**config.mk**
```make
export PLATFORM = sky130hd
export DESIGN_NAME = program_sequencer
export DESIGN_NICKNAME = d
export VERILOG_FILES = /design/src/rtl/program_sequencer_pkg.sv /design/src/rtl/program_counter.sv /design/src/rtl/program_sequencer.sv
export SDC_FILE = /design/constraint.sdc
export NUM_CORES = 1
export LEC_CHECK = 0
export CAP_MARGIN = 5
export CORE_ASPECT_RATIO = 0.75
export CORE_MARGIN = 2
export CORE_UTILIZATION = 25
export CTS_BUF_LIST = sky130_fd_sc_hd__clkbuf_16
export CTS_CLUSTER_DIAMETER = 60
export CTS_CLUSTER_SIZE = 8
export DETAILED_ROUTE_END_ITERATION = 8
export PLACE_DENSITY = 0.59
export SYNTH_ARGS = -nofsm -noshare
export SYNTH_HDL_FRONTEND = slang
export SYNTH_SLANG_ARGS = --single-unit
```
**constraint.sdc**
```tcl
create_clock -name clk -period 1.7 [get_ports clk]
set_input_delay 0.425 -clock clk [delete_from_list [all_inputs] [get_ports clk]]
set_output_delay 0.425 -clock clk [all_outputs]
set_load 0.01 [all_outputs]
```
**src/rtl/program_sequencer_pkg.sv**
```systemverilog
// Shared decode constants for the program sequencer.
// Holds the opcode classes, reg_en bit positions, data_bus source codes and FSM states.
package program_sequencer_pkg;

    typedef enum logic {
        FETCH,
        OPERAND
    } state_t;

    // Opcode class prefixes; LOAD is identified by bit 7 being clear
    localparam logic [1:0] OP_MOVE = 2'b10;
    localparam logic [2:0] OP_ALU  = 3'b110;
    localparam logic [2:0] OP_JUMP = 3'b111;

    localparam logic [3:0] EN_X0    = 4'd0;
    localparam logic [3:0] EN_X1    = 4'd1;
    localparam logic [3:0] EN_Y0    = 4'd2;
    localparam logic [3:0] EN_Y1    = 4'd3;
    localparam logic [3:0] EN_R     = 4'd4;
    localparam logic [3:0] EN_M     = 4'd5;
    localparam logic [3:0] EN_I     = 4'd6;
    localparam logic [3:0] EN_DM    = 4'd7;
    localparam logic [3:0] EN_O_REG = 4'd8;

    localparam logic [3:0] SRC_PM_DATA = 4'd8;
    localparam logic [3:0] SRC_I_PINS  = 4'd9;
    localparam logic [3:0] SRC_IDLE    = 4'd15;

    localparam logic [2:0] DDD_I  = 3'd6;
    localparam logic [2:0] DDD_DM = 3'd7;

    // Destination field code 4 targets o_reg rather than r (r is written only by ALU ops)
    function automatic logic [3:0] dest_index(input logic [2:0] ddd);
        return (ddd == 3'd4) ? EN_O_REG : {1'b0, ddd};
    endfunction

endpackage

```
**src/rtl/program_counter.sv**
```systemverilog
// 8-bit program counter: asynchronous clear, load of a jump target, otherwise increment.
module program_counter (
    input  logic       clk,
    input  logic       reset_n,
    input  logic       load,
    input  logic [7:0] target,
    output logic [7:0] pc
);

    always_ff @(posedge clk or negedge reset_n) begin
        if (!reset_n) begin
            pc <= '0;
        end else if (load) begin
            pc <= target;
        end else begin
            pc <= pc + 8'd1;
        end
    end

endmodule

```
**src/rtl/program_sequencer.sv**
```systemverilog
// Instruction fetch/decode sequencer: decodes the ROM byte at the PC into register
// load enables and data_bus source selects; jumps take a second cycle for the target.
module program_sequencer
    import program_sequencer_pkg::*;
(
    input  logic       clk,
    input  logic       reset_n,
    input  logic [7:0] pm_data,
    input  logic       r_eq_0,
    output logic [7:0] pm_address,
    output logic [8:0] reg_en,
    output logic [3:0] source_sel,
    output logic [3:0] ir_nibble,
    output logic       i_sel,
    output logic       x_sel,
    output logic       y_sel
);

    state_t     state, state_next;
    logic       jnz_latched, jnz_next;
    logic       pc_load;
    logic [2:0] load_dest, move_dest, move_src;

    assign load_dest = pm_data[6:4];
    assign move_dest = pm_data[5:3];
    assign move_src  = pm_data[2:0];

    program_counter u_program_counter (
        .clk     (clk),
        .reset_n (reset_n),
        .load    (pc_load),
        .target  (pm_data),
        .pc      (pm_address)
    );

    always_ff @(posedge clk or negedge reset_n) begin
        if (!reset_n) begin
            state       <= FETCH;
            jnz_latched <= 1'b0;
        end else begin
            state       <= state_next;
            jnz_latched <= jnz_next;
        end
    end

    always_comb begin
        state_next = FETCH;
        jnz_next   = jnz_latched;
        pc_load    = 1'b0;
        reg_en     = '0;
        source_sel = SRC_IDLE;
        ir_nibble  = '0;
        i_sel      = 1'b0;
        x_sel      = 1'b0;
        y_sel      = 1'b0;

        if (state == OPERAND) begin
            pc_load = ~jnz_latched | ~r_eq_0;
        end else if (!pm_data[7]) begin
            reg_en[dest_index(load_dest)] = 1'b1;
            source_sel = SRC_PM_DATA;
            ir_nibble  = pm_data[3:0];
            if (load_dest == DDD_DM) begin
                reg_en[EN_I] = 1'b1;
                i_sel        = 1'b1;
            end
        end else if (pm_data[7:6] == OP_MOVE) begin
            reg_en[dest_index(move_dest)] = 1'b1;
            source_sel = (move_dest == move_src) ? SRC_I_PINS : {1'b0, move_src};
            // Any dm access post-increments i, except when i itself is the destination
            if ((move_dest == DDD_DM || move_src == DDD_DM) && move_dest != DDD_I) begin
                reg_en[EN_I] = 1'b1;
                i_sel        = 1'b1;
            end
        end else if (pm_data[7:5] == OP_ALU) begin
            reg_en[EN_R] = 1'b1;
            x_sel        = pm_data[4];
            y_sel        = pm_data[3];
            ir_nibble    = {1'b0, pm_data[2:0]};
        end else begin
            state_next = OPERAND;
            jnz_next   = pm_data[4];
        end

        if (!reset_n) begin
            reg_en     = '0;
            source_sel = SRC_IDLE;
            ir_nibble  = '0;
            i_sel      = 1'b0;
            x_sel      = 1'b0;
            y_sel      = 1'b0;
        end
    end

endmodule

```
==> out/metrics.csv <==
stage;metric;value;unit
hold_path;hold_path_class;in2async;
floorplan;core_region_area;0.00333;mm²
floorplan;die-area;0.00404;mm²
worst_setup_path;cp.required;1.27;ns
clocking;cts_max_path_buffers;2;
detailed_routing;first_pass_iters;4;
clocking;clk-insertion-delay-late;0.23;ns
clocking;cts_root_buffer;clkbuf_16;
worst_setup_path;rr_endpoint;u_program_counter.pc[6];
detailed_routing;drt_wl_total;3360;µm
yosys;async_reset_ff_share;100;%
detailed_routing;wl_per_cell;15.5;µm
yosys;ys_top_cells_by_area;dfrtp_1 (28%), nand2_1 (7.2%), nand3_1 (4.0%);
sta;max_freq;537;MHz
sta;finClkSkew;0.000946;ns
grt;grt-ovfl-total;0;
yosys;synth_top_area_share;28.3;%
finish;diodes;0;
clocking;ctsHoldBuffers;0;
sta;fin_ws;-0.162;ns
clocking;numCtsBuffers;3;
sta;min_period;1.86;ns
yosys;synth_edf_count;0;
worst_setup_path;critPathArrivalTime;1.44;ns
place;io_buffer_count;38;
power;power_per_cell_area;857;mW/mm²
clocking;cts_tree;built;
detailed_routing;remaining_drc_errors;0;
job;maxCapViolations;0;
sta;setup_viol;17;
floorplan;die_y;55.5;µm
sta;fin_crit_sh;110;%
floorplan;initial_core_util;26.5;%
finish;layout_commonest_cell;buf_4;
yosys;synth-seq-area-share;28.3;%
worst_setup_path;path_max_fanout;5;
finish;fin_nets;190;
yosys;yosys.area.top_type;dfrtp_1;
power;peakVddDrop;0.412;mV
yosys;synth_warnings;0;
worst_setup_path;end_kind;primary output;
yosys;synth.distinct_cells;41;
grt;antenna_found_initial;0;
yosys;syn-cell-area;885;µm²
status;status;finished, violations left;
yosys;netlist_instances;108;
sta;slew_headroom;78.1;%
grt;grt_pass1_wl;5360;µm
floorplan;die_w;72.7;µm
worst_setup_path;crit_type;reg2out;
floorplan;ioPinCount;39;
yosys;synth_flop_cell;dfrtp_1;
yosys;syn_avg_cell_area;8.19;µm²
finish;final_area;0.00182;mm²
worst_setup_path;critPathMaxStageDelay;0.43;ns
yosys;synth_seq_cells;10;
finish;area_growth;106;%
clocking;clkSlewWorstSetupHoldPaths;0.04;ns
clocking;htreeDepth;1;
detailed_routing;num_vias;1086;
grt;grt_pass1_vias;1093;
worst_setup_path;slowest_stage;dfrtp_2;
floorplan;rows;18;
finish;instances_no_fill;216;
worst_setup_path;crit_chain;nand2b_4, buf_6, buf_8, nor4_2, buf_2;
place;pre_cts_slack;-1.02;ns
grt;grt_max_degree;11;
place;placed_cell_area;0.00147;mm²
status;violations;negative setup slack;
sta;slew_viol_final;0;
finish;most-common-layout-cells;buf_4 (25), buf_6 (19), nand2_1 (16);
worst_setup_path;r2r_cells;4;
sta;hold_viol_final;0;
place;gp_congestion;0.815;
sta;rsz0062_at_grt;yes;
detailed_routing;drtIter0Drc;69;
worst_setup_path;reg2reg_from;state;
worst_setup_path;ff2ff_setup_slack;0.28;ns
clocking;cts_sinks;10;
finish;final_layout_size_suffix_gt1_share;61.9;%
worst_setup_path;cp-start-kind;flop;
grt;grt.total_usage;17.1;%
sta;worst_slew_pin_slew;0.328;ns
detailed_routing;vias_per_cell;5.03;
yosys;synth_nets;120;
place;dp.cells;206;
detailed_routing;ant_nets;0;
place;hpwl;2370;µm
power;p_leak;0.807;nW
-- power by group --
group,internal (mW),switching [mW],leakage [nW]
registers,0.335,0.113,0.118
clock network,0.304,0.101,0.0370
logic,0.396,0.307,0.652
total,1.04,0.522,0.807
-- cells in the mapped netlist, types with 2 or more instances --
cell type   n
buf_2       5
buf_6       2
a31oi_1     2
nor2_1      4
nand2b_1    2
o21ai_0     3
nor3_1      4
nor3b_1     2
a21oi_1     5
nand3_1     7
nand2_1    17
a31o_2      2
mux2_2      2
xnor2_1     4
and2_1      5
dfrtp_1    10
nor2b_1     3
xor2_1      2
o211ai_1    3
or4_1       3
-- logic make-up after synthesis --
logic type / Yosys count / synth area share [%]
AND/OR/NAND/NOR: 58 / 38.0
AO/OA/AOI/OAI: 22 / 17.5
multiplexers: 2 / 2.55
adder cells (fa/ha/maj): 1 / 1.41
flip-flops: 10 / 28.3
XOR/XNOR: 6 / 5.94
buffers and inverters: 9 / 6.22
-- routing by layer --
metal  global-route usage, %  routed length (µm)  part of all wire, %  vias to the layer above
met5                       0                   0                    0                        -
met3                    4.01                 128                  3.8                        2
met4                    2.65                  18                 0.54                        0
met1                    22.8                1500                   45                      522
li1                        -                   -                    -                      535
met2                    28.6                1710                   51                       27
-- area by class of cell --
| class | count | area (µm²) |
|---|---|---|
| flip-flops and latches | 10 | 254 |
| repair buffers | 73 | 627 |
| well taps | 40 | 50.0 |
| multi-input cells | 89 | 808 |
| inverters | 1 | 3.75 |
| fillers | 298 | 1520 |
| clock buffers | 3 | 75.1 |
-- state kept, by name, indices dropped and copies added (netlist names) --
signal,count
state,1
jnz_latched,1
u_program_counter.pc,8
-- metrics by stage --
| step | TNS [ns] | util [%] | hold WS, ns | power [mW] |
|---|---|---|---|---|
| final | -1.43 | 54.5 | 0.171 | 1.56 |
| after global routing | -2.20 | 54.5 | 0.203 | 1.66 |
| after CTS | -1.22 | 50.7 | 0.179 | 1.53 |
| after detailed placement | -19.17 | 44.2 | 0.518 | 1.06 |
| after global placement | -18.35 | 44.2 | 0.518 | 1.05 |
| after floorplan | 0 | - | 0.129 | 0.713 |
-- repair_timing --
item,4_1_cts,5_1_grt
buffers inserted,5,2
setup endpoints to repair,21,22
resized for setup,168,26
pin swaps,10,7
-- worst max-delay path: cells and delay by family (launching register included) --
kind	cells	cell delay, ns
DFF	1	0.43
buffers and inverters	3	0.44
and+or+nand+nor	2	0.33
-- worst max path at each step --
stage,from,end,slack (ns),cells after the start
2_1_floorplan,pm_data[3],reg_en[5],0.02,4
3_3_place_gp,pm_data[7],reg_en[5],-1.00,5
3_5_place_dp,pm_data[7],reg_en[5],-1.02,5
4_1_cts,state,i_sel,-0.15,5
5_1_grt,state,reg_en[1],-0.22,5
6_report,state,reg_en[1],-0.16,5
Power figures use the tool's default switching activity.
